File: config.mk
export PLATFORM = sky130hd
export DESIGN_NAME = router_pkt_register_p_flat
export DESIGN_NICKNAME = d
export VERILOG_FILES = /design/src/rtl/router_pkt_register_p_if.sv /design/src/rtl/router_pkt_register_p.sv /design/src/flat_wrapper.sv
export SDC_FILE = /design/constraint.sdc
export NUM_CORES = 1
export LEC_CHECK = 0
export ABC_AREA = 1
export CELL_PAD_IN_SITES_DETAIL_PLACEMENT = 1
export CELL_PAD_IN_SITES_GLOBAL_PLACEMENT = 2
export CORE_MARGIN = 5
export CORE_UTILIZATION = 35
export DETAILED_ROUTE_END_ITERATION = 16
export GPL_TIMING_DRIVEN = 0
export PLACE_DENSITY = 0.86
export SETUP_SLACK_MARGIN = 0.5
export SLEW_MARGIN = 20
export SYNTH_ARGS = -nofsm -noshare
export SYNTH_HDL_FRONTEND = slang
export SYNTH_SLANG_ARGS = --single-unit
export TNS_END_PERCENT = 50
File: constraint.sdc
create_clock -name clk -period 2.3 [get_ports clk]
set_input_delay 0.46 -clock clk [delete_from_list [all_inputs] [get_ports clk]]
set_output_delay 0.46 -clock clk [all_outputs]
set_load 0.01 [all_outputs]
File: src/rtl/router_pkt_register_p_if.sv
// Source/destination-side bus of the router packet input register.
//   pkt_valid : source marks header/payload bytes (low on the check byte)
//   din       : packet byte from the source
//   busy      : register asks the source to hold its byte
//   dout      : byte towards the selected destination FIFO
//   wr_en     : dout is valid this cycle
//   fifo_full : full flag of the selected destination FIFO
// master = environment (source + FIFO side), slave = the register.
interface router_pkt_register_p_if #(
    parameter int unsigned DATA_W = 8
) ();
    logic              pkt_valid;
    logic [DATA_W-1:0] din;
    logic              busy;
    logic [DATA_W-1:0] dout;
    logic              wr_en;
    logic              fifo_full;

    modport master (
        output pkt_valid,
        output din,
        output fifo_full,
        input  busy,
        input  dout,
        input  wr_en
    );

    modport slave (
        input  pkt_valid,
        input  din,
        input  fifo_full,
        output busy,
        output dout,
        output wr_en
    );
endinterface

File: src/rtl/router_pkt_register_p.sv
// Parametrised packet input register for the 1x3 router.
// Captures the header (destination + payload length), buffers every header and
// payload byte through a small skid FIFO towards the selected destination FIFO,
// and checks the trailing check byte (XOR or additive) and the length field.
// Ports:
//   clk, rst      : clock, synchronous active-high reset
//   bus (slave)   : pkt_valid/din/busy source side, dout/wr_en/fifo_full FIFO side
//   rst_in_reg    : soft clear of low_pkt_valid
//   dest          : destination latched from the header
//   parity_done   : one-cycle pulse after the check byte is accepted
//   low_pkt_valid : check byte received (sticky until rst_in_reg)
//   err_parity    : check byte mismatch, held until the next header
//   err_len       : payload count differs from the header length field
// DATA_W must be >= 4; SKID_DEPTH must be a power of 2 and >= 2.
module router_pkt_register_p #(
    parameter int unsigned DATA_W      = 8,
    parameter int unsigned SKID_DEPTH  = 4,
    parameter int unsigned PARITY_MODE = 0
) (
    input  logic                          clk,
    input  logic                          rst,
    router_pkt_register_p_if.slave        bus,
    input  logic                          rst_in_reg,
    output logic [1:0]                    dest,
    output logic                          parity_done,
    output logic                          low_pkt_valid,
    output logic                          err_parity,
    output logic                          err_len
);
    localparam int unsigned PTR_W = $clog2(SKID_DEPTH);
    localparam int unsigned OCC_W = $clog2(SKID_DEPTH + 1);
    localparam int unsigned LEN_W = DATA_W - 2;
    localparam logic [LEN_W-1:0] CNT_MAX  = {LEN_W{1'b1}};
    localparam logic [OCC_W-1:0] BUSY_LVL = OCC_W'(SKID_DEPTH - 1);

    typedef enum logic [0:0] {StIdle, StPayload} state_e;

    state_e            state_q, state_d;
    logic [DATA_W-1:0] mem_q [SKID_DEPTH];
    logic [PTR_W-1:0]  wr_ptr_q, wr_ptr_d;
    logic [PTR_W-1:0]  rd_ptr_q, rd_ptr_d;
    logic [OCC_W-1:0]  occ_q, occ_d;
    logic [DATA_W-1:0] acc_q, acc_d;
    logic [DATA_W-1:0] dout_q, dout_d;
    logic [LEN_W-1:0]  len_q, len_d;
    logic [LEN_W-1:0]  cnt_q, cnt_d;
    logic [1:0]        dest_q, dest_d;
    logic              wr_en_q, wr_en_d;
    logic              pdone_q, pdone_d;
    logic              low_q, low_d;
    logic              errp_q, errp_d;
    logic              errl_q, errl_d;

    logic busy_w, accept, push, chk, pop;

    // Busy from registered occupancy leaves room for the one byte that may
    // still be accepted this cycle.
    always_comb begin
        busy_w = (occ_q >= BUSY_LVL);
        accept = !busy_w && ((state_q == StIdle && bus.pkt_valid) || state_q == StPayload);
        push   = accept && bus.pkt_valid;
        chk    = accept && !bus.pkt_valid;
        pop    = (occ_q != '0) && !bus.fifo_full;
    end

    // Packet FSM and check datapath.
    always_comb begin
        state_d = state_q;
        dest_d  = dest_q;
        len_d   = len_q;
        acc_d   = acc_q;
        cnt_d   = cnt_q;
        errp_d  = errp_q;
        errl_d  = errl_q;
        unique case (state_q)
            StIdle: begin
                if (push) begin
                    dest_d  = bus.din[1:0];
                    len_d   = bus.din[DATA_W-1:2];
                    acc_d   = bus.din;
                    cnt_d   = '0;
                    errp_d  = 1'b0;
                    errl_d  = 1'b0;
                    state_d = StPayload;
                end
            end
            StPayload: begin
                if (push) begin
                    if (PARITY_MODE == 1) acc_d = acc_q + bus.din;
                    else                  acc_d = acc_q ^ bus.din;
                    cnt_d = (cnt_q == CNT_MAX) ? cnt_q : cnt_q + LEN_W'(1);
                end else if (chk) begin
                    errp_d  = (acc_q != bus.din);
                    errl_d  = (cnt_q != len_q);
                    state_d = StIdle;
                end
            end
            default: state_d = StIdle;
        endcase
    end

    // Skid buffer bookkeeping and output register.
    always_comb begin
        wr_ptr_d = push ? wr_ptr_q + PTR_W'(1) : wr_ptr_q;
        rd_ptr_d = pop  ? rd_ptr_q + PTR_W'(1) : rd_ptr_q;
        unique case ({push, pop})
            2'b10:   occ_d = occ_q + OCC_W'(1);
            2'b01:   occ_d = occ_q - OCC_W'(1);
            default: occ_d = occ_q;
        endcase
        // Pop reads the pre-edge head, so a same-cycle push never overtakes it.
        dout_d  = pop ? mem_q[rd_ptr_q] : dout_q;
        wr_en_d = pop;
        pdone_d = chk;
        // A check byte setting the flag wins over the soft clear.
        if (chk)             low_d = 1'b1;
        else if (rst_in_reg) low_d = 1'b0;
        else                 low_d = low_q;
    end

    // Storage needs no reset: occupancy alone decides what is valid.
    always_ff @(posedge clk) begin
        if (push) mem_q[wr_ptr_q] <= bus.din;
    end

    always_ff @(posedge clk) begin
        if (rst) begin
            state_q  <= StIdle;
            wr_ptr_q <= '0;
            rd_ptr_q <= '0;
            occ_q    <= '0;
            acc_q    <= '0;
            dout_q   <= '0;
            len_q    <= '0;
            cnt_q    <= '0;
            dest_q   <= '0;
            wr_en_q  <= 1'b0;
            pdone_q  <= 1'b0;
            low_q    <= 1'b0;
            errp_q   <= 1'b0;
            errl_q   <= 1'b0;
        end else begin
            state_q  <= state_d;
            wr_ptr_q <= wr_ptr_d;
            rd_ptr_q <= rd_ptr_d;
            occ_q    <= occ_d;
            acc_q    <= acc_d;
            dout_q   <= dout_d;
            len_q    <= len_d;
            cnt_q    <= cnt_d;
            dest_q   <= dest_d;
            wr_en_q  <= wr_en_d;
            pdone_q  <= pdone_d;
            low_q    <= low_d;
            errp_q   <= errp_d;
            errl_q   <= errl_d;
        end
    end

    assign bus.busy      = busy_w;
    assign bus.dout      = dout_q;
    assign bus.wr_en     = wr_en_q;
    assign dest          = dest_q;
    assign parity_done   = pdone_q;
    assign low_pkt_valid = low_q;
    assign err_parity    = errp_q;
    assign err_len       = errl_q;
endmodule

File: src/flat_wrapper.sv
// flat-port wrapper written by rule: the top's interface ports become plain ports
module router_pkt_register_p_flat 
#(
    parameter int unsigned DATA_W      = 8,
    parameter int unsigned SKID_DEPTH  = 4,
    parameter int unsigned PARITY_MODE = 0
)
  (clk, rst, rst_in_reg, dest, parity_done, low_pkt_valid, err_parity, err_len, bus_pkt_valid, bus_din, bus_fifo_full, bus_busy, bus_dout, bus_wr_en);
  router_pkt_register_p_if #(.DATA_W(DATA_W)) bus_i ();
  input  logic clk;
  input  logic rst;
  input  logic rst_in_reg;
  output logic [1:0] dest;
  output logic parity_done;
  output logic low_pkt_valid;
  output logic err_parity;
  output logic err_len;
  input wire logic [$bits(bus_i.pkt_valid)-1:0] bus_pkt_valid;
  input wire logic [$bits(bus_i.din)-1:0] bus_din;
  input wire logic [$bits(bus_i.fifo_full)-1:0] bus_fifo_full;
  output wire logic [$bits(bus_i.busy)-1:0] bus_busy;
  output wire logic [$bits(bus_i.dout)-1:0] bus_dout;
  output wire logic [$bits(bus_i.wr_en)-1:0] bus_wr_en;
  assign bus_i.pkt_valid = bus_pkt_valid;
  assign bus_i.din = bus_din;
  assign bus_i.fifo_full = bus_fifo_full;
  assign bus_busy = bus_i.busy;
  assign bus_dout = bus_i.dout;
  assign bus_wr_en = bus_i.wr_en;
  router_pkt_register_p #(.DATA_W(DATA_W), .SKID_DEPTH(SKID_DEPTH), .PARITY_MODE(PARITY_MODE)) u_core (.clk(clk), .rst(rst), .bus(bus_i), .rst_in_reg(rst_in_reg), .dest(dest), .parity_done(parity_done), .low_pkt_valid(low_pkt_valid), .err_parity(err_parity), .err_len(err_len));
endmodule
==> run_results.csv, run 1 <==
group,metric,value,unit
global_route,antenna_found_initial,0,
layout,fin_nets,398,
synth,synth.avg_cell_area,9.455,um^2
hold_path,hold_path.class,"input port to flip-flop",
routing,dr_total_vias,2440,
setup_path,cpMaxStageDelayCell,"nor2_1",
global_route,grt_max_degree,13,
setup_path,r2r_cells,5,
routing,routedWlPerCell,15.97,um
power,totalPowerFinal,4185,uW
clock_network,cts_sinks,75,
synth,yosysSeqAreaShare,57.69,%
layout,drive_gt1_share,13.84,%
layout,area_delta_synth_final,22.74,%
power,leakage,0.001455,uW
timing,slew-limit-headroom,48.92,%
setup_path,slowest_delay,0.58,ns
clock_network,cts_hold_buf,0,
routing,viasPerCell,4.969,
power,power_density,1080,nW/um^2
global_route,grt-ovfl-total,0,
synth,ys_types,30,
floorplanning,dieWidth,105.0,um
setup_path,path_max_fanout,8,
floorplanning,die_area,11020,um^2
timing,hold_violations,0,
global_route,grt_util_all_layers,14.65,%
timing,max_clock_freq,544.1,MHz
global_route,grt_pass1_wl,12.78,mm
timing,holdWs,0.3930,ns
setup_path,critPathLaunch,"u_core.occ_q[0]",
synth,ys_seq_elements,75,
timing,period_share,79.91,%
timing,maxSlewViolCount,0,
power,peakVddDrop,420.6,uV
setup_path,cp.required,2.28,ns
floorplanning,row_count,34,
setup_path,reg2reg_to,"u_core.mem_q[1][1]",
run_status,status,"finished clean",
place,dp_hpwl,5.570,mm
floorplanning,ios,29,
place,port_buffers,27,
routing,first_pass_iters,4,
synth,syn_inst,334,
layout,nFillCells,1026,
clock_network,cts_root_buffer,"clkbuf_8",
place,place.gp.congestion,0.7903,
clock_network,clock_path_buffers,2,
floorplanning,die_h,105.0,um
hold_path,hold_depth,2,
routing,drc_errors,0,
layout,final_util,44.23,%
timing,setup_violations,0,
synth,netlist_area,3158,um^2
timing,rsz0062_at_grt,"yes",
routing,initialDrtViolationCount,81,
layout,n_antenna_cell,0,
clock_network,clk_pin_slew_worst_paths,0.08,ns
synth,ys.warnings.count,0,
timing,clock_skew,0.007221,ns
run,drv_cap,0,
place,place_area,3566,um^2
setup_path,end_kind,"flip-flop",
setup_path,criticalPathCategory,"flip-flop to flip-flop",
setup_path,crit_path_start_kind,"flip-flop",
clock_network,clk_latency,0.35,ns
timing,tightest_slew,0.7634,ns
floorplanning,core_area,8763,um^2
routing,routed_wl,7.840,mm
global_route,grt_pass1_vias,2571,
clock_network,cts_tree,"yes",
clock_network,htree_levels,3,
setup_path,crit_path_end,"u_core.mem_q[1][1]",
routing,ant_nets,0,
clock_network,cts_inserted_buffers,9,
floorplanning,start_util,36.04,%
timing,layout_min_cycle_time,1.838,ns
layout,fin_area,3876,um^2
setup_path,worstPathCellList,"nand2_2 > nand3_4 > buf_8 > buf_4 > nor2_1",
setup_path,crit_arrival,1.82,ns
setup_path,regToRegStartpoint,"u_core.occ_q[0]",
synth,syn_nets,354,
setup_path,r2r_slack,0.46,ns
[cell type report]
cell class | instances | area [um^2] | share of cell area (%)
flip-flops and latches | 75 | 1827 | 47.13
repair buffers | 33 | 319.1 | 8.231
well taps | 108 | 135.1 | 3.486
clock buffers | 11 | 152.6 | 3.938
clock inverters | 5 | 73.82 | 1.904
plain buffers | 12 | 78.83 | 2.034
inverters | 28 | 105.1 | 2.711
multi-input cells | 219 | 1185 | 30.57
[cells in the final DEF (no fill, tap or decap), drive strengths merged, types with 6 or more instances in the layout]
cell type,synthesis,layout
inv,27,27
a21oi,14,14
nand3,7,7
ha,6,6
o22ai,11,11
xnor2,8,8
nand2,48,48
buf,8,14
clkdlybuf4s50,0,24
nand3b,8,8
o21ai,38,38
nor2,60,60
edfxtp,32,32
dfxtp,43,43
a31oi,8,8
clkbuf,4,15
[repair_timing]
| action | 4_1_cts | 5_1_grt |
|---|---|---|
| endpoints found under the setup margin | 35 | 26 |
| gates resized for setup | 6 | 11 |
| setup buffers | 1 | 5 |
| pin swaps | 1 | 5 |
[critical path, delay by kind of cell (launching register included)]
family / cells / cell delay, ns
simple gates: 3 / 0.81
flops: 1 / 0.36
buf+inv: 2 / 0.29
[layer usage]
layer	vias up	track usage, %	wire length, um
met4	0	4.475	98
met2	39	24.82	3901
met1	1184	18.00	3590
met3	9	4.254	248
li1	1208	-	-
met5	-	0	0
[stage by stage]
step / worst slack (ns) / TNS, ns / instances
2_1_floorplan: 0.5100 / 0 / 334
3_3_place_gp: -0.03331 / -0.03753 / 469
3_5_place_dp: -0.1295 / -1.058 / 469
4_1_cts: 0.3640 / 0 / 486
5_1_grt: 0.3644 / 0 / 491
6_report: 0.4620 / 0 / 491
[power breakdown]
group          leakage (uW)  switching (uW)  total [uW]  internal [uW]
logic              0.000692             738        1260            525
registers          0.000647             130        1770           1640
clock network      0.000116             481        1150            670
[state kept, by name, indices dropped and copies added, names as in the netlist, named ones only]
name / count
u_core.mem_q: 32
u_core.dest: 2
u_core.cnt_q: 6
u_core.parity_done: 1
u_core.wr_ptr_q: 2
u_core.rd_ptr_q: 2
u_core.err_parity: 1
u_core.bus.dout: 8
u_core.low_pkt_valid: 1
u_core.bus.wr_en: 1
u_core.len_q: 6
u_core.occ_q: 3
u_core.err_len: 1
u_core.acc_q: 8
[kinds of logic (layout without fill, tap and decap cells)]
kind of cell	Yosys count	after routing	share of synthesized area, %
xor gates and xnor gates	13	13	3.605
adders and majority gates	7	7	3.011
AOI/OAI and AO/OA	71	71	12.00
DFF	75	75	57.69
buffers and inverters	40	89	5.507
and+or+nand+nor	128	128	18.19
[how the worst min path moves through the flow]
stage / from / endpoint / slack, ns
finish: rst / u_core.dest[0] / 0.39
global placement: u_core.dest[0] / u_core.dest[0] / 0.46
floorplan: u_core.len_q[0] / u_core.len_q[0] / 0.44
CTS: rst / u_core.dest[0] / 0.37
global route: rst / u_core.dest[0] / 0.39
detailed placement: u_core.dest[0] / u_core.dest[0] / 0.46
[Yosys cell counts]
cell / count / area [um^2]
ha_1: 6 / 75.07
buf_6: 1 / 11.26
nand2_1: 45 / 168.9
nand3b_1: 8 / 60.06
nand4_1: 1 / 6.260
clkinv_1: 1 / 3.750
nor2_4: 2 / 22.52
fa_1: 1 / 20.02
nand2_2: 3 / 18.77
a31oi_1: 8 / 50.05
o21ai_0: 31 / 155.2
edfxtp_1: 32 / 960.9
inv_1: 22 / 82.58
nor2_1: 57 / 214.0
nand3_1: 5 / 25.02
nor3_1: 3 / 15.01
buf_2: 4 / 20.02
a21oi_1: 14 / 70.07
o21ai_1: 7 / 35.03
clkbuf_1: 4 / 15.01
buf_4: 3 / 22.52
nand3_2: 1 / 10.01
dfxtp_1: 43 / 860.8
inv_2: 5 / 18.77
nor3_2: 1 / 10.01
xnor2_1: 8 / 70.07
xor2_1: 5 / 43.79
nor2_2: 1 / 6.260
o22ai_1: 11 / 68.82
nand3_4: 1 / 17.52
Note: power is estimated with default switching activity, not from simulation.
==> run 2: changes to the inputs <==
Clock period 2.3 ns to 1.7 ns, I/O delays scaled along.
==> run 2 against run 1 <==
Effect of this change: the run now ends with setup timing left; worst setup slack worse by 0.48 ns; register-to-register slack got worse by 0.47 ns; count of clock-buffer cells in the layout shrank 1; hold slack worse by 0.075 ns; die area unchanged; via count increased by 4.3%; final cell count rose by 3.7%; non-clock buffer count rose by 16; largest cell class unchanged.
==> run_results.csv, run 2 (synthesized netlist as in run 1, its figures left out) <==
group,metric,value,unit
layout,drive_gt1_share,34.66,%
clock_network,htree_levels,3,
global_route,grt-ovfl-total,0,
routing,initialDrtViolationCount,74,
floorplanning,start_util,36.04,%
timing,clock_skew,0.007650,ns
floorplanning,dieWidth,105.0,um
power,peakVddDrop,569.9,uV
timing,period_share,101.3,%
timing,fin_ws,-0.02234,ns
timing,layout_min_cycle_time,1.722,ns
clock_network,cts_tree,"yes",
layout,nFillCells,989,
place,place.gp.congestion,0.7744,
layout,area_delta_synth_final,32.92,%
power,leakage,0.001648,uW
routing,routedWlPerCell,16.79,um
floorplanning,core_area,8763,um^2
setup_path,cp.required,1.93,ns
floorplanning,die_area,11020,um^2
global_route,grt_pass1_vias,2683,
setup_path,criticalPathCategory,"input port to flip-flop",
layout,final_util,47.90,%
routing,ant_nets,0,
timing,hold_violations,0,
routing,dr_total_vias,2544,
floorplanning,row_count,34,
run_status,failed_checks,"setup timing",
timing,slew-limit-headroom,52.60,%
clock_network,clock_path_buffers,2,
timing,rsz0062_at_grt,"yes",
layout,regMostFlops,"u_core.mem_q",
timing,setup_tns,-0.02234,ns
setup_path,crit_path_start_kind,"input port",
place,place_area,3601,um^2
routing,first_pass_iters,4,
layout,largest_reg_flops,32,
routing,drc_errors,0,
clock_network,clk_pin_slew_worst_paths,0.08,ns
clock_network,clk_latency,0.34,ns
timing,setup_violations,1,
routing,routed_wl,8.544,mm
setup_path,path_max_fanout,2,
setup_path,crit_arrival,1.96,ns
layout,fin_nets,417,
floorplanning,die_h,105.0,um
clock_network,cts_inserted_buffers,9,
clock_network,cts_sinks,75,
timing,max_clock_freq,580.6,MHz
place,dp_hpwl,5.462,mm
timing,maxSlewViolCount,0,
power,totalPowerFinal,5861,uW
layout,final_common_cell,"nor2_1",
run_status,status,"complete, but fails checks",
global_route,grt_util_all_layers,15.11,%
global_route,grt_max_degree,14,
layout,fin_area,4198,um^2
timing,holdWs,0.3177,ns
setup_path,end_kind,"flip-flop",
run,drv_cap,0,
hold_path,hold_path.class,"input port to flip-flop",
clock_network,cts_root_buffer,"clkbuf_8",
global_route,grt_pass1_wl,13.38,mm
layout,n_antenna_cell,0,
timing,tightest_slew,0.7110,ns
layout,final_cell_mix,"nor2_1 (45), nand2_1 (39), edfxtp_1 (32)",
global_route,antenna_found_initial,0,
routing,viasPerCell,4.998,
floorplanning,ios,29,
place,port_buffers,27,
power,power_density,1396,nW/um^2
run 2: cell count changes in the layout (fill, tap and decap cells not counted), moves of 7 or more:
cell             previous run  this run
dfxtp_1                    41        25
clkdlybuf4s50_1            24         7
nor2_4                      2         9
dfxtp_2                     1        16
buf_2                       3        19
nor2_1                     53        45
run 2: worst max-delay path, cell delays in order:
cell and delay (ns):
clkdlybuf4s50_1 0.40, nor2_1 0.16, buf_4 0.16, ha_4 0.13, inv_4 0.03, fa_2 0.35, a21oi_2 0.14, o21ai_2 0.07
o21ai_1 0.12, a21oi_1 0.05
run 2: worst paths after layout:
| check | startpoint | endpoint | slack [ns] | cells past startpoint |
|---|---|---|---|---|
| min reg2reg | u_core.dest[1] | u_core.dest[1] | 0.45 | 2 |
| max reg2reg | u_core.occ_q[0] | u_core.occ_q[2] | -0.01 | 10 |
| max | bus_fifo_full | u_core.occ_q[2] | -0.02 | 10 |
| min | rst | u_core.parity_done | 0.32 | 2 |
run 2: where the power goes:
part / switching, uW / internal (uW) / total (uW) / leakage, uW
clock network: 657 / 517 / 1170 / 0.0000742
registers: 188 / 2240 / 2430 / 0.000653
logic: 1260 / 995 / 2260 / 0.000921
run 2: through the flow:
stage | instances | setup WS (ns)
5_1_grt | 509 | -0.1024
4_1_cts | 501 | 0.01473
2_1_floorplan | 334 | 0.03795
3_5_place_dp | 469 | -0.5189
6_report | 509 | -0.02234
3_3_place_gp | 469 | -0.4754
run 2: area by class of cell:
| cell class | instances | area, um^2 | area share [%] |
|---|---|---|---|
| Clock buffer | 10 | 127.6 | 3.040 |
| Sequential cell | 75 | 1849 | 44.05 |
| Timing Repair inverter | 1 | 7.507 | 0.1788 |
| Buffer | 12 | 83.83 | 1.997 |
| Clock inverter | 5 | 32.53 | 0.7750 |
| Tap cell | 108 | 135.1 | 3.219 |
| Inverter | 28 | 113.9 | 2.712 |
| Multi-Input combinational cell | 221 | 1390 | 33.11 |
| Timing Repair Buffer | 49 | 457.9 | 10.91 |
run 2: per-layer routing:
layer,part of all wire [%],vias to the layer above,track usage [%]
li1,-,1259,-
met1,42,1242,17.65
met2,54,32,27.07
met3,2.9,11,4.069
met4,0.91,0,4.292
met5,0,-,0
run 2: what timing repair did:
item	CTS	global route
gates resized for setup	88	64
endpoints found under the hold margin	0	0
buffers inserted	17	5
hold buffers	0	0
pin swaps	8	24
setup endpoints to repair	85	77
gates cloned	0	3
